**config.mk**
```make
export PLATFORM = sky130hd
export DESIGN_NAME = wb_arbiter
export DESIGN_NICKNAME = d
export VERILOG_FILES = /design/src/rtl/wb_pkg.sv /design/src/rtl/wb_scoreboard.sv /design/src/rtl/wb_arbiter.sv
export SDC_FILE = /design/constraint.sdc
export NUM_CORES = 1
export LEC_CHECK = 0
export CORE_ASPECT_RATIO = 0.7
export CORE_MARGIN = 3
export CORE_UTILIZATION = 35
export CTS_BUF_LIST = sky130_fd_sc_hd__clkbuf_16
export CTS_CLUSTER_DIAMETER = 100
export DETAILED_ROUTE_END_ITERATION = 7
export PLACE_DENSITY = 0.63
export SLEW_MARGIN = 20
export SYNTH_ARGS = -nofsm -noshare
export SYNTH_HDL_FRONTEND = slang
export SYNTH_SLANG_ARGS = --single-unit
```
**constraint.sdc**
```tcl
create_clock -name i_clk -period 3 [get_ports i_clk]
set_clock_uncertainty 0.05 [all_clocks]
set_input_delay 0.6 -clock i_clk [delete_from_list [all_inputs] [get_ports i_clk]]
set_output_delay 0.6 -clock i_clk [all_outputs]
set_load 0.01 [all_outputs]
```
**src/rtl/wb_pkg.sv**
```systemverilog
// Shared types and constants for the writeback arbiter and its register scoreboard.
`ifndef XLEN
`define XLEN 32
`endif

package wb_pkg;

  localparam int NREGS     = 32;
  localparam int REG_IDX_W = 5;

  typedef enum logic {
    WB_SRC_ALU = 1'b0,
    WB_SRC_LSU = 1'b1
  } wb_src_e;

  typedef struct packed {
    logic [REG_IDX_W-1:0] rd;
    logic [`XLEN-1:0]     data;
  } wb_req_t;

  // One-hot mask for a register index; x0 never produces a bit.
  function automatic logic [NREGS-1:0] reg_mask(input logic [REG_IDX_W-1:0] idx);
    reg_mask = '0;
    if (idx != '0) reg_mask[idx] = 1'b1;
  endfunction

endpackage

```
**src/rtl/wb_scoreboard.sv**
```systemverilog
// Pending-destination vector: set on issue, cleared on register file write,
// plus the sticky protocol-error flag.
module wb_scoreboard
  import wb_pkg::*;
(
  input  logic                 i_clk,
  input  logic                 i_rst,
  input  logic                 i_issue_valid,
  input  logic [REG_IDX_W-1:0] i_issue_rd,
  input  logic                 i_commit,
  input  logic [REG_IDX_W-1:0] i_commit_rd,
  input  logic                 i_accept,
  input  logic [REG_IDX_W-1:0] i_accept_rd,
  output logic [NREGS-1:0]     o_busy,
  output logic                 o_err
);

  logic [NREGS-1:0] set_mask;
  logic [NREGS-1:0] clr_mask;
  logic [NREGS-1:0] busy_d;
  logic             waw_err;
  logic             orphan_err;

  always_comb begin
    set_mask   = i_issue_valid ? reg_mask(i_issue_rd) : '0;
    clr_mask   = i_commit ? reg_mask(i_commit_rd) : '0;
    // Set is applied after clear so a same-edge re-issue keeps the bit.
    busy_d     = (o_busy & ~clr_mask) | set_mask;
    // A register whose write completes on this edge is free to be re-issued.
    waw_err    = |(set_mask & o_busy & ~clr_mask);
    orphan_err = i_accept && (i_accept_rd != '0) && !o_busy[i_accept_rd];
  end

  always_ff @(posedge i_clk or posedge i_rst) begin
    if (i_rst) begin
      o_busy <= '0;
      o_err  <= 1'b0;
    end else begin
      o_busy <= busy_d;
      o_err  <= o_err | waw_err | orphan_err;
    end
  end

endmodule

```
**src/rtl/wb_arbiter.sv**
```systemverilog
// Round-robin writeback arbiter between ALU and LSU results, driving a
// registered register-file write port and the operand scoreboard.
`ifndef XLEN
`define XLEN 32
`endif

module wb_arbiter
  import wb_pkg::*;
#(
  parameter int XLEN = `XLEN
) (
  input  logic                 i_clk,
  input  logic                 i_rst,
  input  logic                 i_issue_valid,
  input  logic [REG_IDX_W-1:0] i_issue_rd,
  output logic [NREGS-1:0]     o_busy,
  output logic                 o_err,
  input  logic                 i_alu_valid,
  input  logic [REG_IDX_W-1:0] i_alu_rd,
  input  logic [XLEN-1:0]      i_alu_data,
  output logic                 o_alu_ready,
  input  logic                 i_lsu_valid,
  input  logic [REG_IDX_W-1:0] i_lsu_rd,
  input  logic [XLEN-1:0]      i_lsu_data,
  output logic                 o_lsu_ready,
  output logic                 o_Wen,
  output logic [REG_IDX_W-1:0] o_Wnum,
  output logic [XLEN-1:0]      o_Wd
);

  // Handshake: a result transfers on a rising edge with valid && ready. A source
  // holds valid/rd/data until accepted and never looks at ready to form valid;
  // ready is a combinational function of both valids and rr_q only, because the
  // write port drains every cycle and can never push back.

  wb_src_e rr_q;  // source that wins the next contended cycle
  wb_req_t alu_req;
  wb_req_t lsu_req;
  wb_req_t win_req;
  logic    contended;
  logic    grant_alu;
  logic    grant_lsu;
  logic    xfer;

  always_comb begin
    alu_req.rd   = i_alu_rd;
    alu_req.data = i_alu_data;
    lsu_req.rd   = i_lsu_rd;
    lsu_req.data = i_lsu_data;
    contended    = i_alu_valid && i_lsu_valid;
    grant_alu    = i_alu_valid && (!i_lsu_valid || rr_q == WB_SRC_ALU);
    grant_lsu    = i_lsu_valid && (!i_alu_valid || rr_q == WB_SRC_LSU);
    xfer         = grant_alu || grant_lsu;
    win_req      = grant_lsu ? lsu_req : alu_req;
  end

  assign o_alu_ready = grant_alu;
  assign o_lsu_ready = grant_lsu;

  always_ff @(posedge i_clk or posedge i_rst) begin
    if (i_rst) begin
      rr_q   <= WB_SRC_LSU;
      o_Wen  <= 1'b0;
      o_Wnum <= '0;
      o_Wd   <= '0;
    end else begin
      if (contended) rr_q <= grant_alu ? WB_SRC_LSU : WB_SRC_ALU;
      o_Wen <= xfer && (win_req.rd != '0);
      if (xfer) begin
        o_Wnum <= win_req.rd;
        o_Wd   <= win_req.data;
      end
    end
  end

  wb_scoreboard u_scoreboard (
    .i_clk         (i_clk),
    .i_rst         (i_rst),
    .i_issue_valid (i_issue_valid),
    .i_issue_rd    (i_issue_rd),
    .i_commit      (o_Wen),
    .i_commit_rd   (o_Wnum),
    .i_accept      (xfer),
    .i_accept_rd   (win_req.rd),
    .o_busy        (o_busy),
    .o_err         (o_err)
  );

endmodule
```
==> results.yml, run 1 <==
outcome:
  outcome: "complete, no violations"
hold_path:
  hold_end: "u_scoreboard.o_busy[0]$_DFF_PP0_"
  hold_path_class: "reg -> reg"
  min_path_cells: 0
  hold_start: "u_scoreboard.o_busy[0]$_DFF_PP0_"
floorplanning:
  initial_core_util_pct: 36.7
  coreArea_um2: 11300
  dieHeight_um: 97.1
  io_pins: 157
  die_area_um2: 13200
  die_width_um: 136
  rows: 32
cells_and_area:
  nNetsFinal: 726
  antennaDiodeCount: 0
  final_cell_mix: "155 x clkdlybuf4s50_1, 71 x dfrtp_1, 49 x o21ai_0"
  drive_above_1_share_pct: 9.43
  layout.cells.non_filler: 800
  syn_to_final_growth_pct: 50.4
  fin_util_pct: 55.2
  mostFrequentLayoutCell: "clkdlybuf4s50_1"
power_and_ir_drop:
  p_leak_nw: 2.53
  finalPower_mw: 4.76
  peakVddDrop_v: 0.000408
  p_per_area_nw_per_um2: 763
  internal_power_mw: 2.99
  switchingPower_mw: 1.77
  pwr-share-comb_pct: 43.0
  clkPwrFrac_pct: 22.3
  p_seq_share_pct: 34.7
  swShare_pct: 37.2
setup_path:
  worstSetupPathType: "in -> out"
  r2r_start: "o_Wnum[3]$_DFFE_PP0P_"
  rrSetupSlack_ps: 360
  crit_required_ps: 2350
  crit_start: "i_alu_valid"
  rr_worst_depth: 7
  arrival_ps: 2190
  path_max_fanout: 38
  endpoint_kind: "primary output"
  worstSetupStartpointType: "primary input"
  r2r_end: "u_scoreboard.o_err$_DFF_PP0_"
routing:
  wl_um: 15700
  drcViolationCount: 0
  routed-via-count: 4535
  first_iter_violations: 458
  vias_per_cell: 5.67
  wl_per_cell_um: 19.7
  drtAntennaViolNets: 0
  drtPass1Iterations: 6
global_route:
  grt_usage_pct: 23.8
  grt_max_degree: 75
  grt_pass1_wl_um: 24700
  grt.overflow.total: 0
  grt_pass1_vias: 4412
  antenna_found_initial: 0
synth:
  synth-async-reset-ratio_pct: 100
  syn_inst: 486
  syn_area_um2: 4150
  ys_seq_area_share_pct: 43.5
  yosys_warnings: 0
  avgSynthCellArea_um2: 8.53
  ys.flop_type: "dfrtp_1"
  synth_edf_count: 0
  ys_ff_latch: 72
  syn-num-nets: 570
  synth_cell_types: 55
placement:
  dpl.hpwl_um: 11700
  gp_congestion: 0.961
  placed_cells: 784
  port_buffers: 156
clocking:
  cts_buffers: 9
  cts_sinks: 72
  post_cts_resized: 0
  root_buffer: "clkbuf_16"
  cts_buffer_depth: 2
  hold_buffers: 0
  path_clk_slew_ps: 60
  cts_tree: "built"
  htree_levels: 3
  post_cts_buffers: 0
  worst_skew_pair.late_latency_ps: 340
sta:
  worst_slew_pin_slew_ps: 670
  slew-limit-headroom_pct: 55.4
  finalSetupViolCount: 0
  maxSlewViolCount: 0
  min_period_over_period_pct: 94.8
  fin_crit_ps: 2840
  finalHoldViolCount: 0
  fmax_mhz: 352
  rsz0062_at_grt: "false"
run:
  cap_violations: 0
[logic make-up after synthesis]
logic type,count (synthesis),share of synthesized area [%]
compound gates,184,26.4
simple gates,139,18.0
flops,72,43.5
buf+inv,72,6.79
mux,18,5.13
xor+xnor,1,0.211
[how the worst max path moves through the flow]
stage,end,cells past startpoint
floorplan,o_Wd[0]$_DFFE_PP0P_,1
global route,o_alu_ready,5
global placement,u_scoreboard.o_err$_DFF_PP0_,7
finish,o_alu_ready,5
CTS,o_alu_ready,5
detailed placement,u_scoreboard.o_err$_DFF_PP0_,9
[through the flow]
stage / hold slack (ps) / worst slack [ps] / TNS [ps] / cell area (µm²)
floorplan: 459 / 527 / 0 / 4150
global placement: 355 / 33.5 / 0 / 5940
detailed placement: 360 / -87.9 / -87.9 / 5940
CTS: 372 / 67.1 / 0 / 6230
global route: 384 / 73.9 / 0 / 6230
finish: 366 / 157 / 0 / 6230
[cells in the mapped netlist, types with 2 or more instances]
library cell / instances / area [µm²]
o21ai_0: 49 / 245
and3_1: 3 / 18.8
a21oi_1: 39 / 195
o2111ai_1: 5 / 43.8
clkbuf_1: 25 / 93.8
buf_2: 2 / 10.0
nor3_1: 13 / 65.1
o22ai_1: 36 / 225
inv_1: 38 / 143
nand2_1: 25 / 93.8
or3b_2: 4 / 35.0
buf_1: 5 / 18.8
or4_1: 2 / 15.0
nand2b_1: 5 / 31.3
nor2_1: 45 / 169
a31oi_1: 37 / 231
dfrtp_1: 71 / 1780
mux2i_1: 13 / 130
o21ai_1: 2 / 10.0
nand3b_1: 6 / 45.0
or3_1: 7 / 43.8
o22a_1: 3 / 26.3
nor3b_1: 5 / 37.5
nand4_1: 3 / 18.8
nand3_1: 5 / 25.0
a22o_1: 2 / 17.5
or2_2: 7 / 43.8
nor4_1: 2 / 12.5
[power by group through the flow]
stage	Sequential (mW)	Combinational, mW	Clock, mW
floorplan	1.69	0.789	0
global route	1.69	2.20	1.12
global placement	1.67	2.02	0
CTS	1.64	2.04	1.08
finish	1.65	2.04	1.06
detailed placement	1.65	2.03	0
[flip-flops by register name, indices dropped and copies added, names as in the netlist]
name,flops
o_Wnum,5
o_Wen,1
u_scoreboard.o_busy,32
u_scoreboard.o_err,1
rr_q,1
o_Wd,32
[per-layer routing]
metal / track usage [%] / routed length, µm
met1: 35.8 / 6960
met4: 5.03 / 174
met3: 6.16 / 1590
met2: 34.4 / 7010
met5: 0 / 0
[critical path, cell delays in order]
cell,delay (ps)
clkdlybuf4s50_1,540
buf_6,310
nand2_1,120
inv_1,70
clkdlybuf4s50_1,530
[cell type report]
type	instances	area (µm²)
Fill cell	1027	5060
Multi-Input combinational cell	342	2060
Sequential cell	72	1800
Timing Repair Buffer	179	1750
Clock buffer	9	225
Tap cell	153	191
Inverter	38	143
Clock inverter	7	62.6
No activity file was read; power rests on OpenSTA's default activity.
==> run 2, diff against run 1 <==
--- a/config.mk
+++ b/config.mk
@@ -8,10 +8,11 @@
 export CORE_ASPECT_RATIO = 0.7
 export CORE_MARGIN = 3
 export CORE_UTILIZATION = 35
-export CTS_BUF_LIST = sky130_fd_sc_hd__clkbuf_16
 export CTS_CLUSTER_DIAMETER = 100
 export DETAILED_ROUTE_END_ITERATION = 7
+export GPL_TIMING_DRIVEN = 0
 export PLACE_DENSITY = 0.63
+export REMOVE_ABC_BUFFERS = 1
 export SLEW_MARGIN = 20
 export SYNTH_ARGS = -nofsm -noshare
 export SYNTH_HDL_FRONTEND = slang
==> run 2 against run 1 <==
Flip-flop and latch count unchanged. Fmax increased by 0.16%. Final cell count decreased by 1.9%. First-iteration DRC count increased by 24%. Global-route usage decreased by 1.0 points. Sequential share of layout area increased by 0.29 points. Sequential power about the same. Cell area decreased by 0.78%. Via count decreased by 1.1%. Critical path depth increased by 2. Critical endpoint is now u_scoreboard.o_err$_DFF_PP0_.
==> results.yml, run 2 (synthesis results as in run 1) <==
floorplanning:
  coreArea_um2: 11300
  initial_core_util_pct: 36.7
  rows: 32
  dieHeight_um: 97.1
  die_width_um: 136
  io_pins: 157
  die_area_um2: 13200
routing:
  wl_met2_um: 6890
  drtAntennaViolNets: 0
  highest_layer: "met4"
  wl_met3_um: 1660
  drtPass1Iterations: 5
  first_iter_violations: 566
  vias_per_cell: 5.71
  wl_met1_um: 6720
  wl_um: 15500
  wl_per_cell_um: 19.7
  routed-via-count: 4483
  drcViolationCount: 0
global_route:
  grt.overflow.total: 0
  grt_pass1_wl_um: 23700
  grt_max_degree: 81
  antenna_found_initial: 0
  grt_usage_pct: 22.8
  grt_pass1_vias: 4283
power_and_ir_drop:
  p_per_area_nw_per_um2: 763
  clkPwrFrac_pct: 22.1
  internal_power_mw: 2.99
  p_seq_share_pct: 35.5
  swShare_pct: 36.8
  switchingPower_mw: 1.74
  p_leak_nw: 2.48
  peakVddDrop_v: 0.000395
  pwr-share-comb_pct: 42.4
clocking:
  htree_levels: 3
  root_buffer: "clkbuf_16"
  cts_sinks: 72
  cts_buffers: 9
  worst_skew_pair.late_latency_ps: 330
  hold_buffers: 0
  cts_buffer_depth: 2
  cts_tree: "built"
  path_clk_slew_ps: 60
sta:
  min_period_over_period_pct: 94.6
  finalSetupViolCount: 0
  fmax_mhz: 352
  maxSlewViolCount: 0
  slew-limit-headroom_pct: 39.7
  whs_ps: 346
  finalHoldViolCount: 0
  tns_ps: 0
  rsz0062_at_grt: "false"
  worst_slew_pin_slew_ps: 903
  fin_crit_ps: 2840
setup_path:
  cp_num_cells: 7
  worst_path_max_delay_cell: "or4b_2"
  rrSetupSlack_ps: 160
  r2r_end: "u_scoreboard.o_err$_DFF_PP0_"
  r2r_start: "o_Wnum[1]$_DFFE_PP0P_"
  worstSetupStartpointType: "register"
  crit_chain: "nand3b_1 > o21ai_0 > nor3_1 > or4b_2 > nor4_1 > and3_1 > o211ai_2"
  crit_required_ps: 3160
  path_buf_inv: 0
  crit_start: "o_Wnum[1]$_DFFE_PP0P_"
  rr_worst_depth: 7
  timing.critical_path.max_delay_family: "simple AND/OR/NAND/NOR gates"
  max_stage_delay_ps: 660
  worstSetupPathType: "reg -> reg"
  arrival_ps: 3000
  cp-endpoint: "u_scoreboard.o_err$_DFF_PP0_"
  path_max_fanout: 9
  endpoint_kind: "register"
cells_and_area:
  syn_to_final_growth_pct: 49.2
  layout.cells.non_filler: 785
  mostFrequentLayoutCell: "clkdlybuf4s50_1"
  nNetsFinal: 711
  antennaDiodeCount: 0
  drive_above_1_share_pct: 7.91
  top_regs: "o_Wd (32), u_scoreboard.o_busy (32), o_Wnum (5)"
  final_cell_mix: "154 x clkdlybuf4s50_1, 71 x dfrtp_1, 49 x o21ai_0"
hold_path:
  hold_path_class: "reg -> reg"
  min_path_cells: 0
placement:
  gp_congestion: 0.979
  placed_cells: 764
  dpl.hpwl_um: 11100
  port_buffers: 156
run:
  cap_violations: 0
outcome:
  outcome: "complete, no violations"
-- run 2: changes by cell type in the layout (fill, tap and decap cells not counted), sizes merged --
cell / before / now
buf: 24 / 10
bufinv: 1 / 0
clkbuf: 9 / 12
clkdlybuf4s50: 155 / 154
clkinv: 4 / 1
clkinvlp: 2 / 3
-- run 2: worst min-delay path by stage --
stage                                      from                                to  slack, ps
2_1_floorplan  u_scoreboard.o_busy[0]$_DFF_PP0_  u_scoreboard.o_busy[0]$_DFF_PP0_        380
3_3_place_gp   u_scoreboard.o_busy[0]$_DFF_PP0_  u_scoreboard.o_busy[0]$_DFF_PP0_        330
3_5_place_dp   u_scoreboard.o_busy[0]$_DFF_PP0_  u_scoreboard.o_busy[0]$_DFF_PP0_        340
4_1_cts        u_scoreboard.o_busy[0]$_DFF_PP0_  u_scoreboard.o_busy[0]$_DFF_PP0_        350
5_1_grt        u_scoreboard.o_busy[0]$_DFF_PP0_  u_scoreboard.o_busy[0]$_DFF_PP0_        370
6_report       u_scoreboard.o_busy[0]$_DFF_PP0_  u_scoreboard.o_busy[0]$_DFF_PP0_        350
-- run 2: worst reg2reg max path, stage by stage, from the launching register on --
cell and delay (ps):
dfrtp_1 450, nand3b_1 510, o21ai_0 400, nor3_1 80, or4b_2 660, nor4_1 270, and3_1 210, o211ai_2 70
-- run 2: power by group through the flow --
stage	combinational [mW]	sequential, mW	clock, mW
finish	2.00	1.67	1.05
global route	2.15	1.72	1.10
CTS	1.92	1.70	1.07
detailed placement	1.90	1.71	0
global placement	1.87	1.70	0
floorplan	0.673	1.75	0
-- run 2: final cells by class --
class / instances / area [µm²]
Clock buffer: 12 / 267
Timing Repair Buffer: 164 / 1670
Clock inverter: 4 / 27.5
Sequential cell: 72 / 1810
Inverter: 38 / 145
Fill cell: 1052 / 5100
Tap cell: 153 / 191
Multi-Input combinational cell: 342 / 2080
-- run 2: routing by layer --
metal  up-vias  track usage (%)
met2       235             32.7
met1      2170             33.3
met4         0             4.57
met5         -                0
li1       2062                -
met3        16             7.92
-- run 2: repair_timing --
action | in CTS | in global routing
gates resized for setup | 2 | 2
endpoints found under the setup margin | 3 | 3
buffers inserted | 4 | 1
-- run 2: per-stage QoR --
stage               utilization [%]  setup slack, ps  power (mW)  instance area [µm²]
global placement               51.0            -2960        3.57                 5760
detailed placement             51.6             -449        3.61                 5830
floorplan                         -              142        2.42                 4010
global route                   54.8             68.7        4.97                 6190
CTS                            54.5             10.4        4.69                 6160
finish                         54.8              162        4.72                 6190
